===== src/rtl/led_share_pkg.sv =====
// Shared types and default timing for the status-LED arbiter.
// Pattern bit order: bit0 drives led_1, bit1 drives led_2.
package led_share_pkg;

  typedef enum logic {
    IDLE = 1'b0,
    OWN  = 1'b1
  } arb_state_e;

  localparam int DEF_N_REQ       = 4;
  localparam int DEF_TICK_DIV    = 16000;
  localparam int DEF_DWELL_TICKS = 100;
  localparam int DEF_BLINK_TICKS = 250;

  localparam int LED1_BIT = 0;
  localparam int LED2_BIT = 1;

  function automatic logic [1:0] led_drive(
    input logic [1:0] p,
    input logic       bl,
    input logic       ph
  );
    return bl ? (p & {ph, ph}) : p;
  endfunction

endpackage


===== src/rtl/led_tick_gen.sv =====
// Free-running prescaler: one-cycle tick every TICK_DIV clocks.
// Never restarted by the arbiter, so the time base stays steady.
module led_tick_gen #(
  parameter int TICK_DIV = 16000
) (
  input  logic clk,
  input  logic rst_n,
  output logic tick
);

  localparam int CW = $clog2(TICK_DIV + 1);
  localparam logic [CW-1:0] LAST = CW'(TICK_DIV - 1);

  logic [CW-1:0] tick_cnt_q;
  logic [CW-1:0] tick_cnt_d;

  always_comb begin
    tick       = (tick_cnt_q == LAST);
    tick_cnt_d = tick ? '0 : tick_cnt_q + 1'b1;
  end

  always_ff @(posedge clk or negedge rst_n) begin
    if (!rst_n) begin
      tick_cnt_q <= '0;
    end else begin
      tick_cnt_q <= tick_cnt_d;
    end
  end

endmodule


===== src/rtl/led_share_arbiter.sv =====
// Round-robin owner of the two status LEDs with minimum dwell,
// blink support and an idle heartbeat when nobody owns them.
module led_share_arbiter
  import led_share_pkg::*;
#(
  parameter int N_REQ       = DEF_N_REQ,
  parameter int TICK_DIV    = DEF_TICK_DIV,
  parameter int DWELL_TICKS = DEF_DWELL_TICKS,
  parameter int BLINK_TICKS = DEF_BLINK_TICKS
) (
  input  logic               clk,
  input  logic               rst_n,
  input  logic [N_REQ-1:0]   req,
  input  logic [2*N_REQ-1:0] pat,
  input  logic [N_REQ-1:0]   blink,
  output logic [N_REQ-1:0]   gnt,
  output logic               busy,
  output logic               led_1,
  output logic               led_2
);

  localparam int IW = (N_REQ > 1) ? $clog2(N_REQ) : 1;
  localparam int DW = $clog2(DWELL_TICKS + 1);
  localparam int BW = $clog2(BLINK_TICKS + 1);

  localparam logic [IW-1:0] LAST_IDX   = IW'(N_REQ - 1);
  localparam logic [DW-1:0] DWELL_MAX  = DW'(DWELL_TICKS);
  localparam logic [BW-1:0] BLINK_LAST = BW'(BLINK_TICKS - 1);

  function automatic logic [IW-1:0] idx_inc(
    input logic [IW-1:0] i
  );
    return (i == LAST_IDX) ? '0 : i + 1'b1;
  endfunction

  // First requester at or after start, wrapping modulo N_REQ.
  function automatic logic [IW-1:0] rr_pick(
    input logic [N_REQ-1:0] r,
    input logic [IW-1:0]    start
  );
    logic [IW-1:0] idx;
    logic [IW-1:0] pick;
    logic          found;
    idx   = start;
    pick  = start;
    found = 1'b0;
    for (int k = 0; k < N_REQ; k++) begin
      if (!found && r[idx]) begin
        pick  = idx;
        found = 1'b1;
      end
      idx = idx_inc(idx);
    end
    return pick;
  endfunction

  function automatic logic [1:0] pat_of(
    input logic [2*N_REQ-1:0] p,
    input logic [IW-1:0]      i
  );
    logic [1:0] v;
    v = '0;
    for (int k = 0; k < N_REQ; k++) begin
      if (i == IW'(k)) v = p[2*k +: 2];
    end
    return v;
  endfunction

  logic tick;

  led_tick_gen #(
    .TICK_DIV (TICK_DIV)
  ) u_tick (
    .clk   (clk),
    .rst_n (rst_n),
    .tick  (tick)
  );

  arb_state_e    state_q, state_d;
  logic [IW-1:0] owner_q, owner_d;
  logic [IW-1:0] rr_ptr_q, rr_ptr_d;
  logic [DW-1:0] dwell_q, dwell_d;
  logic [BW-1:0] blink_cnt_q, blink_cnt_d;
  logic          phase_q, phase_d;
  logic [1:0]    pat_q, pat_d;
  logic          blk_q, blk_d;
  logic [N_REQ-1:0] gnt_q, gnt_d;
  logic          busy_q, busy_d;
  logic [1:0]    led_q, led_d;

  logic          grant;
  logic [IW-1:0] new_owner;

  always_comb begin
    state_d     = state_q;
    owner_d     = owner_q;
    rr_ptr_d    = rr_ptr_q;
    dwell_d     = dwell_q;
    blink_cnt_d = blink_cnt_q;
    phase_d     = phase_q;
    pat_d       = pat_q;
    blk_d       = blk_q;
    grant       = 1'b0;
    new_owner   = owner_q;

    if (tick) begin
      if (blink_cnt_q == BLINK_LAST) begin
        blink_cnt_d = '0;
        phase_d     = ~phase_q;
      end else begin
        blink_cnt_d = blink_cnt_q + 1'b1;
      end
    end

    unique case (state_q)
      IDLE: begin
        if (|req) begin
          grant     = 1'b1;
          new_owner = rr_pick(req, rr_ptr_q);
        end
      end
      OWN: begin
        if (tick && dwell_q != DWELL_MAX) begin
          dwell_d = dwell_q + 1'b1;
        end
        if (req[owner_q]) begin
          pat_d = pat_of(pat, owner_q);
          blk_d = blink[owner_q];
        end else if (dwell_q == DWELL_MAX) begin
          // Owner's own req is low here, so req holds only the others.
          rr_ptr_d = idx_inc(owner_q);
          if (|req) begin
            grant     = 1'b1;
            new_owner = rr_pick(req, idx_inc(owner_q));
          end else begin
            state_d = IDLE;
          end
        end
      end
    endcase

    // A fresh grant restarts dwell and blink even on a tick cycle.
    if (grant) begin
      state_d     = OWN;
      owner_d     = new_owner;
      dwell_d     = '0;
      blink_cnt_d = '0;
      phase_d     = 1'b1;
      pat_d       = pat_of(pat, new_owner);
      blk_d       = blink[new_owner];
    end

    gnt_d = '0;
    if (state_d == OWN) gnt_d[owner_d] = 1'b1;
    busy_d = (state_d == OWN);
    if (state_d == OWN) begin
      led_d = led_drive(pat_d, blk_d, phase_d);
    end else begin
      led_d = {~phase_d, phase_d};
    end
  end

  always_ff @(posedge clk or negedge rst_n) begin
    if (!rst_n) begin
      state_q     <= IDLE;
      owner_q     <= '0;
      rr_ptr_q    <= '0;
      dwell_q     <= '0;
      blink_cnt_q <= '0;
      phase_q     <= 1'b1;
      pat_q       <= '0;
      blk_q       <= 1'b0;
      gnt_q       <= '0;
      busy_q      <= 1'b0;
      led_q       <= 2'b01;
    end else begin
      state_q     <= state_d;
      owner_q     <= owner_d;
      rr_ptr_q    <= rr_ptr_d;
      dwell_q     <= dwell_d;
      blink_cnt_q <= blink_cnt_d;
      phase_q     <= phase_d;
      pat_q       <= pat_d;
      blk_q       <= blk_d;
      gnt_q       <= gnt_d;
      busy_q      <= busy_d;
      led_q       <= led_d;
    end
  end

  assign gnt   = gnt_q;
  assign busy  = busy_q;
  assign led_1 = led_q[LED1_BIT];
  assign led_2 = led_q[LED2_BIT];

endmodule


===== config.mk =====
export PLATFORM = sky130hd
export DESIGN_NAME = led_share_arbiter
export DESIGN_NICKNAME = d
export VERILOG_FILES = /design/src/rtl/led_share_pkg.sv /design/src/rtl/led_tick_gen.sv /design/src/rtl/led_share_arbiter.sv
export SDC_FILE = /design/constraint.sdc
export NUM_CORES = 1
export LEC_CHECK = 0
export ABC_CLOCK_PERIOD_IN_PS = 2900
export CAP_MARGIN = 10
export CORE_MARGIN = 4
export CORE_UTILIZATION = 53
export DETAILED_ROUTE_END_ITERATION = 10
export PLACE_DENSITY_LB_ADDON = 0.08
export SLEW_MARGIN = 0
export SYNTH_ARGS = -nofsm -noshare
export SYNTH_HDL_FRONTEND = slang
export SYNTH_SLANG_ARGS = --single-unit
export TNS_END_PERCENT = 1

===== constraint.sdc =====
create_clock -name clk -period 2.9 [get_ports clk]
set_input_delay 0.435 -clock clk [delete_from_list [all_inputs] [get_ports clk]]
set_output_delay 0.435 -clock clk [all_outputs]
set_load 0.05 [all_outputs]

After elaboration in Yosys (flattened, before gate mapping):

Cells that the tools add are included.

* equality and inequality tests: 16
* reductions and logical operators: 22
* $lt $le $gt $ge: 12
* bitwise operators: 5
* muxes and demuxes: 102
* add/subtract/negate cells: 10

Operator list (number)
* $mux W2: 31
* $mux W1: 49
* $lt A2 B3 Y1 const B: 11
* $mux W8: 3
* $bmux W1 S2: 11
* $mux W7: 3
* $eq A2 B2 Y1 const B: 10
* $add A14 B1 Y14 const B: 1
* $add A2 B1 Y2 const B: 7
* $eq A14 B14 Y1 const B: 1
* $mux W14: 1
* $add A8 B1 Y8 const B: 1
* $eq A8 B8 Y1 const B: 1
* $logic_and A1 B1 Y1: 8
* $add A7 B1 Y7 const B: 1
* $eq A7 B7 Y1 const B: 1
* $ne A7 B7 Y1 const B: 1
* $logic_not A1 Y1: 6
* $reduce_bool A2 Y1: 3
* $eq A2 B1 Y1 const B: 2
* $logic_not A2 Y1: 2
* $mux W4: 1
* $not A1 Y1: 4
* $pmux W2 S2: 1
* 7 further kinds: 7

* flip-flop bits (word level): 44
* logic and storage cells: 178
* output and inout bits: 7
* bits of input ports: 18

Logic depth before layout (Yosys ltp):

Gate-level depths: netlist of the first run.

* word-level depth: 39
* gate-level depth with buffers: 13
* depth with buffers taken out: 11

Cells and area by module:

From an unflattened synthesis of the first run, not the netlist that was laid out.

* cells, all modules: 311
* area, all modules: 2870.3 sq um

By module, submodules not included
* led_share_arbiter: sequential area each 753.2 sq um, instances 1, area an instance 2155.8 sq um, cells each 243
* led_tick_gen: sequential area each 350.3 sq um, instances 1, area an instance 714.4 sq um, cells each 68

Worst setup path after synthesis of the first run:

Ideal clock, no wire load.

* path type: reg2reg
* from: reg owner_q[0]
* to: reg pat_q[0]
* setup slack: -14 ps
* library setup time: 138 ps
* stages on the path, launching flop included: 13
* path buffers: 2
* data arrival time: 2776 ps
* period minus slack after synthesis: 2914 ps
* data required time: 2762 ps
* cells stage by stage: dfrtp_1 > buf_2 > inv_1 > ha_1 > mux4_2 > a311oi_1 > a21oi_1 > a221oi_4 > and2_1 > buf_6 > inv_4 > mux2i_1 > o221ai_1

* cells in the longest elaborated chain, start to end: 36
* elaborated cells on any way between the ends: 71
* classes of those cells: 4 x add/sub; 9 x eq/ne; 50 x mux; 8 x reduce/logical

RTL lines
* from (decl): RTL line led_share_arbiter.sv:80 `logic [IW-1:0] owner_q, owner_d;`
* from (signal assigned): RTL line led_share_arbiter.sv:178 `owner_q <= owner_d;`
* $add A2 B1 Y2 / $eq A2 B2 Y1 (equally long branches): RTL line led_share_arbiter.sv:33, led_share_arbiter.sv:64
* $mux W2: RTL line led_share_arbiter.sv:33 `return (i == LAST_IDX) ? '0 : i + 1'b1;`
* $bmux W1 S2: RTL line led_share_arbiter.sv:48 `if (!found && r[idx]) begin`
* $mux W1 (implied by the code): RTL line led_share_arbiter.sv:48
* $mux W1: RTL line led_share_arbiter.sv:48
* $mux W1: RTL line led_share_arbiter.sv:132 `if (|req) begin`
* $mux W1: RTL line led_share_arbiter.sv:129 `end else if (dwell_q == DWELL_MAX) begin`
* $mux W1: RTL line led_share_arbiter.sv:126 `if (req[owner_q]) begin`
* (+18 left out)
* $mux W2: RTL line led_share_arbiter.sv:132
* $mux W2: RTL line led_share_arbiter.sv:129
* $mux W2: RTL line led_share_arbiter.sv:126
* $pmux W2 S2: RTL line led_share_arbiter.sv:115 `unique case (state_q)`
* $logic_not A2 Y1: RTL line led_share_arbiter.sv:64 `if (i == IW'(k)) v = p[2*k +: 2];`
* $mux W2 (4 in a row): RTL line led_share_arbiter.sv:64
* $mux W2 (*): RTL line led_share_arbiter.sv:143 `if (grant) begin`
* via pat_d[0]: RTL line led_share_arbiter.sv:85 `logic [1:0] pat_q, pat_d;`
* to (signal assigned): RTL line led_share_arbiter.sv:183 `pat_q <= pat_d;`
* to (decl): RTL line led_share_arbiter.sv:85

Mark *: on every way through the listed nets, which the timed path passes. The rest lies on a longest branch. The select of a mux whose other input is x is not followed.
A chain may end at the register's enable or synchronous reset.

Worst setup path after layout of the first run:

* from: in req[2]
* to: reg led_q[0]

* cells in the longest elaborated chain, start to end: 37
* elaborated cells on any way between the ends: 94
* classes of those cells: 3 x eq/ne; 76 x mux; 1 x bitwise; 14 x reduce/logical

RTL lines
* from (decl): RTL line led_share_arbiter.sv:13 `input logic [N_REQ-1:0] req,`
* $bmux W1 S2: RTL line led_share_arbiter.sv:48
* $mux W1 (implied by the code): RTL line led_share_arbiter.sv:48
* $mux W1: RTL line led_share_arbiter.sv:48
* $mux W1: RTL line led_share_arbiter.sv:132
* $mux W1: RTL line led_share_arbiter.sv:129
* $mux W1: RTL line led_share_arbiter.sv:126
* $mux W1: RTL line led_share_arbiter.sv:115
* $logic_not A1 Y1: RTL line led_share_arbiter.sv:48
* (+19 left out)
* $pmux W2 S2: RTL line led_share_arbiter.sv:115
* $logic_not A2 Y1: RTL line led_share_arbiter.sv:64
* $mux W2 (4 in a row): RTL line led_share_arbiter.sv:64
* $mux W2: RTL line led_share_arbiter.sv:143
* $and A2 B2 Y2: RTL line led_share_pkg.sv:23 `return bl ? (p & {ph, ph}) : p;`
* $mux W2: RTL line led_share_pkg.sv:23
* $mux W2 (*): RTL line led_share_arbiter.sv:156 `if (state_d == OWN) begin`
* via led_d[0]: RTL line led_share_arbiter.sv:89 `logic [1:0] led_q, led_d;`
* to (signal assigned): RTL line led_share_arbiter.sv:187 `led_q <= led_d;`
* to (decl): RTL line led_share_arbiter.sv:89

Marked as above.

==> results of run 1 <==
-- cell type report --
class	count	area share, %
Tap cell	70	2.452
Sequential cell	44	30.93
Multi-Input combinational cell	256	49.14
Timing Repair Buffer	58	13.73
Clock buffer	8	2.522
Inverter	11	1.226
-- worst max-delay path by stage --
stage | start | end | slack (ps) | cells past startpoint
3_3_place_gp | req[2] | pat_q[0] | -140 | 11
6_report | req[2] | led_q[0] | 80 | 11
4_1_cts | req[3] | pat_q[1] | 50 | 10
3_5_place_dp | req[3] | pat_q[1] | -260 | 10
5_1_grt | rr_ptr_q[0] | pat_q[0] | -40 | 10
2_1_floorplan | owner_q[0] | pat_q[0] | 40 | 12
-- flip-flops by register name, indices dropped and copies added, names as in the netlist --
register	cells
dwell_q	7
owner_q	2
busy	1
phase_q	1
blink_cnt_q	8
gnt	4
led_q	2
blk_q	1
pat_q	2
rr_ptr_q	2
u_tick.tick_cnt_q	14
-- cells by family after synthesis --
family                   share of synthesized area, %
flip-flops                                      37.36
multiplexers                                    7.666
AND/OR/NAND/NOR                                 25.96
adder cells (fa/ha/maj)                         4.235
XOR/XNOR                                        5.337
AO/OA/AOI/OAI                                   15.46
buffers and inverters                           3.982
-- layer usage --
layer | global-route usage, % | vias up
met5 | 0 | -
met1 | 29.26 | 1225
met2 | 35.34 | 70
li1 | - | 1279
met4 | 8.007 | 0
met3 | 3.796 | 14
-- power groups by stage --
stage	sequential [mW]	clock [mW]	combinational, mW
2_1_floorplan	0.718	0	0.172
3_3_place_gp	0.670	0	0.349
3_5_place_dp	0.672	0	0.353
4_1_cts	0.660	0.409	0.353
5_1_grt	0.663	0.436	0.386
6_report	0.659	0.395	0.356
-- layout by cell type (no fill, tap or decap), drive strengths merged, types with 11 or more instances in the layout --
cell type and count:
clkdlybuf4s50 23, nand3 14, xor2 13, inv 11, nand2 29, dfrtp 42
buf 35, o21ai 17, a21oi 17, nor2 39
-- critical path: stages --
cell	delay [ps]
clkdlybuf4s50_1	450
buf_4	180
mux2_2	280
or4_1	500
a21oi_1	180
nor4_2	90
a221oi_4	200
and2_2	250
inv_4	50
mux2i_1	210
o221ai_1	190
-- through the flow --
stage	utilization, %	TNS (ps)
2_1_floorplan	-	0
3_3_place_gp	66.03	-854.9
3_5_place_dp	66.03	-1701
4_1_cts	67.75	0
5_1_grt	68.20	-77.43
6_report	68.20	0
==> results by group, run 1 <==
Layout
  • Area Growth Syn to Fin: 20.92%
  • Antenna cell count: 0
  • Final instance count without filler cells: 447
  • Layout cell share with drive strength beyond 1: 17.51%
  • Area of the multi-input gates: 1755 sq um
  • Layout net count: 404
  • Fill cell instance count of the final layout: 427
  • Non-Filler Cell Area, Final: 3572 sq um
  • Register cell area after layout: 1105 sq um

Clock network
  • Clk sink count: 44
  • Post-CTS setup repair buffer count: 0
  • Clock insertion delay at the later pin of the skew report: 290 ps
  • Maximum count of clock buffers along a single path: 2
  • CTS-repair resized insts: 0
  • Number of levels the H-tree was split into: 2
  • Number of CTS-inserted buffers: 5
  • TritonCTS clock tree: done
  • Clock input transition at the sequential cells of the worst setup and hold paths: 80 ps
  • Total of hold buffers inserted after clock tree synthesis: 0
  • Root buffer cell: clkbuf_8

Pwr
  • Switching Power: 0.4064 mW
  • Logic gate share of total power: 25.2%
  • Sw Share: 28.83%
  • Cell internal pwr: 1.003 mW
  • Share of total power in the clock network: 28.0%
  • Leakage: 1.589 nW
  • Seq pwr share: 46.8%
  • Pwr per Cell Area: 394.6 nW/um^2
  • Total power after layout: 1.410 mW
  • Worst supply voltage drop on vdd: 215.0 uV

Synth
  • Proportion of synthesized flip-flops having asynchronous set or reset: 100.0%
  • Number of warnings issued by yosys: 0
  • #FFs+latches synth: 44
  • Most frequently used flop master after synthesis: dfrtp_1
  • Synthesized area per cell: 9.062 sq um
  • Portion of the post-synthesis area used by sequential elements: 37.36%
  • Gate count after technology mapping: 326
  • Most common library cells after synthesis: dfrtp_1 (42), nor2_1 (39), nand2_1 (29)
  • Most common cell in the synthesized netlist: dfrtp_1
  • Cell taking the most area after synthesis: dfrtp_1
  • Synthesized area: 2954 sq um
  • Share of Yosys cell area claimed by the top area cell type: 35.58%
  • Cell types with the largest area share after synthesis: dfrtp_1 (36%), nor2_1 (5.0%), ha_1 (4.2%), xor2_1 (3.9%), mux4_2 (3.8%)
  • Count of cell types in the netlist: 63
  • Number of enable-type register cells in the synthesized netlist: 0
  • Nets in the synthesized netlist: 354

Setup path
  • R2R Path Start: rr_ptr_q[0]
  • Worst reg-to-reg setup slack: 100 ps
  • Capture point of the worst reg-to-reg path: led_q[0]
  • WP data arrival: 3020 ps
  • Cells on worst reg2reg path: 10
  • Kind of start point of the critical path: primary input
  • Largest fanout on the critical path: 9
  • Crit Path Class: primary input to register
  • Required time at the endpoint of the critical path: 3090 ps
  • Critical path capture point type: register

STA
  • Headroom to the max-slew limit: 36.24%
  • Number of slew-limit violations in the final report: 0
  • Count of endpoints failing setup in the final report: 0
  • Post-layout minimum cycle time: 2825 ps
  • Min Hold Slack: 294.0 ps
  • Max Freq: 354.0 MHz
  • Worst-margin pin slew: 956.4 ps
  • Unrepaired setup endpoints after global routing: true
  • Part of the cycle the worst path needs: 97.41%
  • Final count of hold timing violations: 0
  • Worst clock skew: 6.240 ps
  • Min setup slack post-route: 75.19 ps

Global routing
  • Global-route total usage across every layer: 21.82%
  • Vias in the first global route: 2449
  • Total gr overflow: 0
  • Wire length of the first global-routing pass: 11500 um
  • Initial antenna violation count: 0
  • Maximum number of pins on one net before global-route repair: 45

Die
  • Height of the die: 82.66 um
  • Effective utilization at floorplan: 56.40%
  • Die width: 82.66 um
  • DIE AREA: 6832 sq um
  • Count of pins on the block boundary: 25
  • Row Count: 26
  • Placeable core area: 5238 sq um

Routing
  • Amount of wire on met2 after detailed routing: 3322 um
  • Number of remaining DRC errors: 0
  • Vias post-DR: 2588
  • Initial DRC count: 123
  • Detailed Routing Iterations Pass 1: 4
  • Met3 routed wirelength: 319 um
  • Drt via density: 5.790
  • Uppermost signal routing layer after detailed routing: met4
  • Routed Wire Length: 6807 um
  • DRT antenna net count: 0
  • WL/cell: 15.23 um
  • Wl on met1: 3039 um

Hold path
  • Worst Hold Class: primary input to async pin

Placement
  • DP Worst Slack: -263.6 ps
  • Total of buffers placed on input and output ports: 24
  • Final weighted congestion in routability-driven placement: 0.8765
  • Area after DPL: 3458 sq um
  • Detailed placement HPWL: 5145 um
  • Dpl cells: 439

Run
  • Maximum capacitance violations: 0

Outcome
  • Result of the run: complete, no violations
Note: power is estimated with default switching activity, not from simulation.
==> run 2: changes to the inputs <==
--- a/config.mk
+++ b/config.mk
@@ -8,8 +8,9 @@
 export ABC_CLOCK_PERIOD_IN_PS = 2900
 export CAP_MARGIN = 10
 export CORE_MARGIN = 4
-export CORE_UTILIZATION = 53
+export CORE_UTILIZATION = 57
 export DETAILED_ROUTE_END_ITERATION = 10
+export DONT_BUFFER_PORTS = 1
 export PLACE_DENSITY_LB_ADDON = 0.08
 export SLEW_MARGIN = 0
 export SYNTH_ARGS = -nofsm -noshare
==> results by group, run 2 (same netlist as run 1, synthesis figures left out) <==
Global routing
  • Maximum number of pins on one net before global-route repair: 45 (unchanged)
  • Global-route total usage across every layer: 21.47% (-0.35 points)
  • Vias in the first global route: 2378 (-2.9%)
  • Wire length of the first global-routing pass: 11050 um (-3.9%)
  • Total gr overflow: 0 (unchanged)
  • Initial antenna violation count: 0 (unchanged)

STA
  • Max Freq: 363.0 MHz (+2.6%)
  • Worst clock skew: 11.49 ps (+5.250 ps)
  • Min setup slack post-route: 145.5 ps (+70.36 ps)
  • Worst-margin pin slew: 484.0 ps (-472.4 ps)
  • Post-layout minimum cycle time: 2754 ps (-70.36 ps)
  • Part of the cycle the worst path needs: 94.98% (-2.4 points)
  • Min Hold Slack: 389.0 ps (+95.08 ps)
  • Count of endpoints failing setup in the final report: 0 (unchanged)
  • Headroom to the max-slew limit: 67.76% (+32 points)
  • Number of slew-limit violations in the final report: 0 (unchanged)
  • Unrepaired setup endpoints after global routing: true
  • Final count of hold timing violations: 0 (unchanged)

Setup path
  • Critical Path Most Common Cell: buf_4
  • Crit Path Class: register to register
  • Largest fanout on the critical path: 10 (+1)
  • R2R Path Start: rr_ptr_q[0]
  • Kind of start point of the critical path: register
  • CP max-delay cell: dfrtp_1
  • Kind of cell adding the most delay to the critical path: compound AO/OA/AOI/OAI gates
  • Critical Path, Cell by Cell: ha_2, buf_4, nor4bb_2, nor2_1, o22ai_1, nor4_1, buf_4, a221oi_4, buf_4, nand3_1, o211a_1, o31ai_1
  • WP data arrival: 2950 ps (-70 ps)
  • Critical path buffers and inverters: 3 (unchanged)
  • Launching element of the worst setup path: rr_ptr_q[0]
  • Critical path capture point type: register
  • Delay contributed by the slowest stage of the critical path: 400 ps (-100 ps)
  • Required time at the endpoint of the critical path: 3090 ps (about the same)

Pwr
  • Total power after layout: 1.411 mW (about the same)
  • Pwr per Cell Area: 429.2 nW/um^2 (+8.8%)
  • Leakage: 1.444 nW (-9.1%)
  • Worst supply voltage drop on vdd: 275.3 uV (+28%)

Die
  • Placeable core area: 4880 sq um (-6.8%)
  • Row Count: 25 (-3.8%)
  • Effective utilization at floorplan: 60.54% (+4.1 points)
  • Height of the die: 79.99 um (-3.2%)
  • DIE AREA: 6398 sq um (-6.3%)
  • Count of pins on the block boundary: 25 (unchanged)
  • Die width: 79.99 um (-3.2%)

Routing
  • Vias post-DR: 2432 (-6.0%)
  • DRT antenna net count: 0 (unchanged)
  • WL/cell: 15.53 um (+2.0%)
  • Routed Wire Length: 6321 um (-7.1%)
  • Drt via density: 5.975 (+3.2%)
  • Initial DRC count: 100 (-19%)
  • Detailed Routing Iterations Pass 1: 4 (unchanged)
  • Number of remaining DRC errors: 0 (unchanged)

Layout
  • Leading cell types in the layout, fill and taps excluded: dfrtp_1 (40), nor2_1 (39), nand2_1 (29)
  • Layout net count: 367 (-9.2%)
  • Layout cell share with drive strength beyond 1: 15.88% (-1.6 points)
  • Flip-flop count of the largest register after layout: 14 (unchanged)
  • Area Growth Syn to Fin: 11.27%
  • Registers with the most flip-flops: u_tick.tick_cnt_q: 14 flops, blink_cnt_q: 8 flops, dwell_q: 7 flops
  • Final instance count without filler cells: 407 (-8.9%)
  • Commonest non-fill, non-tap cell in the layout: dfrtp_1
  • Fill cell instance count of the final layout: 423 (-0.94%)
  • Reg with most FFs: u_tick.tick_cnt_q
  • Antenna cell count: 0 (unchanged)

Placement
  • Dpl cells: 397 (-9.6%)
  • DP Worst Slack: 123.2 ps (+386.8 ps)
  • Detailed placement HPWL: 4612 um (-10%)
  • Final weighted congestion in routability-driven placement: 0.8606 (-1.8%)
  • Total of buffers placed on input and output ports: 0 (-100%)

Clock network
  • Number of levels the H-tree was split into: 2 (unchanged)
  • Number of CTS-inserted buffers: 5 (unchanged)
  • Root buffer cell: clkbuf_8
  • Post-CTS setup repair buffer count: 0 (unchanged)
  • Clk sink count: 44 (unchanged)
  • Clock insertion delay at the later pin of the skew report: 300 ps (about the same)
  • Clock input transition at the sequential cells of the worst setup and hold paths: 90 ps (about the same)
  • Maximum count of clock buffers along a single path: 2 (unchanged)
  • TritonCTS clock tree: done

Run
  • Maximum capacitance violations: 0 (unchanged)

Hold path
  • Hold_sp: blink[0]
  • Worst Hold Class: primary input to register

Outcome
  • Result of the run: complete, no violations
[run 2: what timing repair did]
item / 4_1_cts / 5_1_grt
resized for setup: 0 / 10
endpoints found under the setup margin: 0 / 6
hold buffers: 2 / 0
endpoints found under the hold margin: 44 / 0
[run 2: path summary, 6_finish.rpt]
check / slack [ps] / cells past startpoint / endpoint
max in group asynchronous: 1980 / 2 / led_q[0]
worst max-delay path: 150 / 12 / led_q[1]
worst min register to register: 480 / 1 / u_tick.tick_cnt_q[4]
worst min-delay path: 390 / 2 / blk_q
min in group asynchronous: 650 / 2 / blink_cnt_q[0]
worst max register to register: 150 / 12 / led_q[1]
[run 2: stage by stage]
step / TNS [ps] / instance area [sq um] / util [%]
floorplan: 0 / 2957 / -
global placement: 0 / 3107 / 63.67
detailed placement: 0 / 3107 / 63.67
CTS: 0 / 3252 / 66.64
global route: -118.1 / 3287 / 67.36
finish: 0 / 3287 / 67.36
[run 2: routing by layer]
layer	part of all wire, %	track usage, %
met1	50	30.99
met2	46	33.77
met3	3.3	2.935
met4	1.1	5.912
met5	0	0
[run 2: layout make-up]
| cell class | count | area (sq um) | share of cell area (%) |
|---|---|---|---|
| Sequential cell | 44 | 1106 | 33.65 |
| Multi-Input combinational cell | 256 | 1765 | 53.71 |
| Clock inverter | 2 | 35.03 | 1.066 |
| Tap cell | 67 | 83.83 | 2.550 |
| Clock buffer | 6 | 72.57 | 2.208 |
| Timing Repair Buffer | 21 | 180.2 | 5.482 |
| Inverter | 11 | 43.79 | 1.332 |
[run 2: power by group]
group	internal (mW)	total [mW]	switching (mW)
clock network	0.256	0.464	0.208
logic	0.113	0.234	0.122
registers	0.646	0.712	0.0667
==> run 3: changes to the inputs <==
--- a/config.mk
+++ b/config.mk
@@ -6,7 +6,6 @@
 export NUM_CORES = 1
 export LEC_CHECK = 0
 export ABC_CLOCK_PERIOD_IN_PS = 2900
-export CAP_MARGIN = 10
 export CORE_MARGIN = 4
 export CORE_UTILIZATION = 57
 export DETAILED_ROUTE_END_ITERATION = 10
==> results of run 3 <==
The final DEF is identical to that of run 2; final timing and power are the same.
